## config.mk

```make
export PLATFORM = sky130hd
export DESIGN_NAME = nearest_search_ctrl
export DESIGN_NICKNAME = d
export VERILOG_FILES = /design/src/rtl/nearest_pkg.sv /design/src/rtl/nearest_select.sv /design/src/rtl/nearest_search_ctrl.sv
export SDC_FILE = /design/constraint.sdc
export NUM_CORES = 1
export LEC_CHECK = 0
export CAP_MARGIN = 20
export CORE_MARGIN = 2
export CORE_UTILIZATION = 46
export CTS_CLUSTER_SIZE = 28
export DETAILED_ROUTE_END_ITERATION = 16
export GPL_TIMING_DRIVEN = 0
export PLACE_DENSITY = 0.67
export SYNTH_ARGS = -nofsm -noshare
export SYNTH_HDL_FRONTEND = slang
export SYNTH_HIERARCHICAL = 1
export SYNTH_SLANG_ARGS = --single-unit
```

## constraint.sdc

```tcl
create_clock -name clk -period 11.6 [get_ports clk]
set_input_delay 2.32 -clock clk [delete_from_list [all_inputs] [get_ports clk]]
set_output_delay 2.32 -clock clk [all_outputs]
set_load 0.005 [all_outputs]
```

## src/rtl/nearest_pkg.sv

```systemverilog
// Shared types and helpers for the nearest-match search controller.
// absDiff works on a 32-bit container so any WIDTH up to 32 can share it.
package nearest_pkg;

   typedef enum logic [1:0] {IDLE, SCAN, DONE} state_t;

   localparam int ABS_W = 32;

   function automatic logic [ABS_W-1:0] absDiff(input logic [ABS_W-1:0] a,
                                                input logic [ABS_W-1:0] b);
      return (a > b) ? (a - b) : (b - a);
   endfunction

endpackage

```

## src/rtl/nearest_select.sv

```systemverilog
// Two-input closest-to-reference comparator; on equal distance dataA is kept,
// so the earlier candidate wins when the controller feeds best into dataA.
module nearest_select
   import nearest_pkg::*;
#(
   parameter int WIDTH = 8
) (
   input  logic [WIDTH-1:0] dataA,
   input  logic [WIDTH-1:0] dataB,
   input  logic [WIDTH-1:0] refI,
   output logic [WIDTH-1:0] result,
   output logic             takeB
);

   logic [ABS_W-1:0] distA;
   logic [ABS_W-1:0] distB;

   assign distA  = absDiff(ABS_W'(dataA), ABS_W'(refI));
   assign distB  = absDiff(ABS_W'(dataB), ABS_W'(refI));
   assign takeB  = (distB < distA);
   assign result = takeB ? dataB : dataA;

endmodule

```

## src/rtl/nearest_search_ctrl.sv

```systemverilog
// Sequential nearest-match search: streams up to MAX_N candidates through one
// shared comparator, keeping the running best and its arrival index.
module nearest_search_ctrl
   import nearest_pkg::*;
#(
   parameter int WIDTH = 8,
   parameter int MAX_N = 16,
   parameter int CW    = $clog2(MAX_N + 1)
) (
   input  logic             clk,
   input  logic             rst,
   input  logic             start,
   input  logic [WIDTH-1:0] refIn,
   input  logic [CW-1:0]    count,
   input  logic             inValid,
   input  logic [WIDTH-1:0] inData,
   output logic             inReady,
   output logic             busy,
   output logic             done,
   output logic             found,
   output logic [WIDTH-1:0] best,
   output logic [CW-1:0]    bestIdx
);

   state_t           state;
   logic [WIDTH-1:0] refReg;
   logic [CW-1:0]    target;
   logic [CW-1:0]    idxCnt;
   logic [CW-1:0]    satCount;
   logic [WIDTH-1:0] selResult;
   logic             selTakeB;
   logic             transfer;

   assign satCount = (count > CW'(MAX_N)) ? CW'(MAX_N) : count;
   assign transfer = (state == SCAN) && inValid;

   nearest_select #(.WIDTH(WIDTH)) uSelect (
      .dataA  (best),
      .dataB  (inData),
      .refI   (refReg),
      .result (selResult),
      .takeB  (selTakeB)
   );

   // One FSM owns every register so the status outputs stay glitch-free flops;
   // the first transfer of a search bypasses the comparator since best is empty.
   always_ff @(posedge clk or posedge rst) begin
      if (rst) begin
         state   <= IDLE;
         refReg  <= '0;
         target  <= '0;
         idxCnt  <= '0;
         inReady <= 1'b0;
         busy    <= 1'b0;
         done    <= 1'b0;
         found   <= 1'b0;
         best    <= '0;
         bestIdx <= '0;
      end else begin
         case (state)
            IDLE: begin
               if (start) begin
                  refReg  <= refIn;
                  target  <= satCount;
                  idxCnt  <= '0;
                  best    <= '0;
                  bestIdx <= '0;
                  found   <= 1'b0;
                  busy    <= 1'b1;
                  if (satCount == '0) begin
                     state <= DONE;
                     done  <= 1'b1;
                  end else begin
                     state   <= SCAN;
                     inReady <= 1'b1;
                  end
               end
            end
            SCAN: begin
               if (transfer) begin
                  if (idxCnt == '0) begin
                     best    <= inData;
                     bestIdx <= idxCnt;
                  end else begin
                     best <= selResult;
                     if (selTakeB) begin
                        bestIdx <= idxCnt;
                     end
                  end
                  idxCnt <= idxCnt + CW'(1);
                  if (idxCnt + CW'(1) == target) begin
                     state   <= DONE;
                     inReady <= 1'b0;
                     done    <= 1'b1;
                     found   <= 1'b1;
                  end
               end
            end
            DONE: begin
               state <= IDLE;
               done  <= 1'b0;
               busy  <= 1'b0;
            end
            default: begin
               state   <= IDLE;
               inReady <= 1'b0;
               busy    <= 1'b0;
               done    <= 1'b0;
            end
         endcase
      end
   end

endmodule

```

==> results.sh <==
export IMPL_fp_row_count=31
export IMPL_rsz0062_at_grt="no"
export IMPL_crit_fanout=9
export IMPL_finalCriticalPeriod_ns=6.60
export IMPL_synthFlopType="dfrtp_1"
export IMPL_cp_required_ns=11.81
export IMPL_period_share_pct=56.9
export IMPL_min_from="busy"
export IMPL_vias=2864
export IMPL_path_cells="clkdlybuf4s50_1 > inv_1 > ha_1 > clkbuf_1 > nand3_1 > nor3_1 > a21oi_1 > nand2_1 > mux2i_1 > xnor2_1 > ha_1 > a21o_1 > a21o_1 > a21oi_1 > o31ai_1 > a21oi_1 > buf_2 > o21bai_1 > a21oi_2 > mux2i_1"
export IMPL_cts_tree="built"
export IMPL_hp_class="reg -> reg"
export IMPL_final_cell_mix="inv_1 (42), ha_1 (42), clkdlybuf4s50_1 (41), dfrtp_1 (37), mux2i_1 (31)"
export IMPL_routabilityCongestion=0.849
export IMPL_syn_inst=374
export IMPL_synth_cell_types=57
export IMPL_yosysWarningCount=6
export IMPL_clock_skew_ns=0.00757
export IMPL_nNetsFinal=493
export IMPL_ys_ff_latch=37
export IMPL_fill_cells=690
export IMPL_pre_cts_slack_ns=4.74
export IMPL_clkTransAtPathRegs_ns=0.07
export IMPL_critical_path_max_stage_delay_ns=0.52
export IMPL_worstMarginPinSlew_ns=0.769
export IMPL_dpl_instance_area_sq_um=4010
export IMPL_cts_resized=0
export IMPL_crit_top_cell="a21oi_1"
export IMPL_multi_input_area_sq_um=2310
export IMPL_synth_edff_count=0
export IMPL_cts_hold_buf=0
export IMPL_synth_nets=445
export IMPL_first_pass_iters=4
export IMPL_synth_xor_area_share_pct=4.28
export IMPL_worst_slack_ns=5.00
export IMPL_drt_iter0_drc=126
export IMPL_yosysTopAreaCell="dfrtp_1"
export IMPL_io_pins=42
export IMPL_synth_compound_area_share_pct=20.3
export IMPL_io_buffers=41
export IMPL_synth_mux_area_share_pct=13.1
export IMPL_dp_hpwl_mm=6.44
export IMPL_regToRegStartpoint="refReg[3]"
export IMPL_ys_async_sr_fraction_pct=100
export IMPL_grt_total_usage_pct=19.3
export IMPL_regArea_sq_um=926
export IMPL_synth_top_family_by_area="compound AO/OA/AOI/OAI gates"
export IMPL_antennaDiodeCount=0
export IMPL_path_delay_family="compound AO/OA/AOI/OAI gates"
export IMPL_wl_per_cell_microns=15.2
export IMPL_synthTopCellsByArea="dfrtp_1 (27%), ha_1 (15%), mux2i_1 (8.9%)"
export IMPL_routed_wl_mm=7.90
export IMPL_antenna_found_initial=0
export IMPL_drc=0
export IMPL_fmaxAchievable_mhz=151
export IMPL_fp_coreArea_sq_um=7290
export IMPL_die_h_microns=91.0
export IMPL_grt_max_degree=38
export IMPL_grt_ovfl_total=0
export IMPL_avgSynthCellArea_sq_um=9.30
export IMPL_clock_sinks=37
export IMPL_cp_slowest_cell="clkdlybuf4s50_1"
export IMPL_ant_nets=0
export IMPL_slew_viol_final=0
export IMPL_synth_fa_ha_area_share_pct=17.4
export IMPL_die_area_sq_um=8270
export IMPL_clk_latency_ns=0.29
export IMPL_worstPathArrival_ns=6.81
export IMPL_final_area_sq_um=4100
export IMPL_synth_simple_area_share_pct=11.2
export IMPL_syn_area_sq_um=3480
export IMPL_timing_hold_violations_final=0
export IMPL_htreeDepth=2
export IMPL_post_cts_buffers=0
export IMPL_area_growth_pct=17.9
export IMPL_grt_pass1_wl_mm=13.1
export IMPL_cts_path_max_buffers=2
export IMPL_via_per_inst=5.50
export IMPL_final_util_pct=56.3
export IMPL_crit_buf_inv=4
export IMPL_start_util_pct=47.7
export IMPL_cts_buffers=5
export IMPL_path_class="in -> reg"
export IMPL_status="finished clean"
export IMPL_die_w_microns=91.0
export IMPL_drv_cap=0
export IMPL_ys_seq_area_share_pct=26.6
export IMPL_clockRootBuffer="clkbuf_8"
export IMPL_relSlewSlack_pct=48.7
export IMPL_crit_path_start_kind="input port"
export IMPL_endpoint_kind="flip-flop"
export IMPL_yosys_area_top_type_share_pct=26.6
export IMPL_setup_viol=0
export IMPL_grt_pass1_vias=2824
export IMPL_crit_start="inData[4]"
export IMPL_setup_tns_ns=0
export IMPL_drive_above_1_share_pct=10.2
[sequential cells by signal, indices dropped and copies added, names as in the netlist]
signal / count
idxCnt: 5
target: 5
busy: 1
found: 1
best: 8
done: 1
bestIdx: 5
refReg: 8
state: 2
inReady: 1
[worst min-delay path, delay by kind of cell (launching register included)]
| kind | cells | cell delay (ns) |
|---|---|---|
| compound gates | 1 | 0.05 |
| buf+inv | 1 | 0.05 |
| flops | 1 | 0.38 |
[metrics by stage]
stage | cells | hold WS [ns]
2_1_floorplan | 374 | 0.489
3_3_place_gp | 514 | 0.504
3_5_place_dp | 514 | 0.505
4_1_cts | 521 | 0.524
5_1_grt | 521 | 0.542
6_report | 521 | 0.519
[final cells by class]
type	instances	area share, %
Multi-Input combinational cell	279	56.2
Inverter	43	3.93
Timing Repair Buffer	41	10.0
Clock buffer	6	2.01
Buffer	15	2.04
Sequential cell	37	22.6
Tap cell	99	3.02
Clock inverter	1	0.183
[cells in the mapped netlist (6+ instances only)]
master	number
a21o_1	16
a21oi_1	28
buf_2	6
dfrtp_1	37
ha_1	42
inv_1	43
mux2_2	13
mux2i_1	31
nand2_1	21
nand3_1	6
nand3b_1	6
nor2_1	6
o21ai_0	23
xnor2_1	11
xor2_1	6
[per-layer routing]
layer | GRT usage [%] | share of wire, %
met1 | 24.9 | 48
met2 | 34.3 | 48
met3 | 2.57 | 2.6
met4 | 4.55 | 1.4
met5 | 0 | 0
[path summary, 6_finish.rpt]
| path | endpoint | slack [ns] | cells after the start |
|---|---|---|---|
| min in group asynchronous | refReg[0] | 2.49 | 2 |
| max | bestIdx[4] | 5.00 | 20 |
| min | busy | 0.52 | 2 |
| max in group asynchronous | best[4] | 8.61 | 2 |
| max reg2reg | bestIdx[4] | 7.18 | 18 |
| min reg2reg | busy | 0.52 | 2 |
[kinds of logic (layout without fill, tap and decap cells)]
kind of cell | count (synthesis) | count (layout)
fa+ha+maj | 46 | 46
xor+xnor | 17 | 17
buf+inv | 58 | 106
simple gates | 66 | 66
mux | 44 | 44
flops | 37 | 37
compound gates | 106 | 106
Power is left out: the tool's default activity adds up to more than one toggle a clock period on the data nets, which glitch-free logic cannot reach.
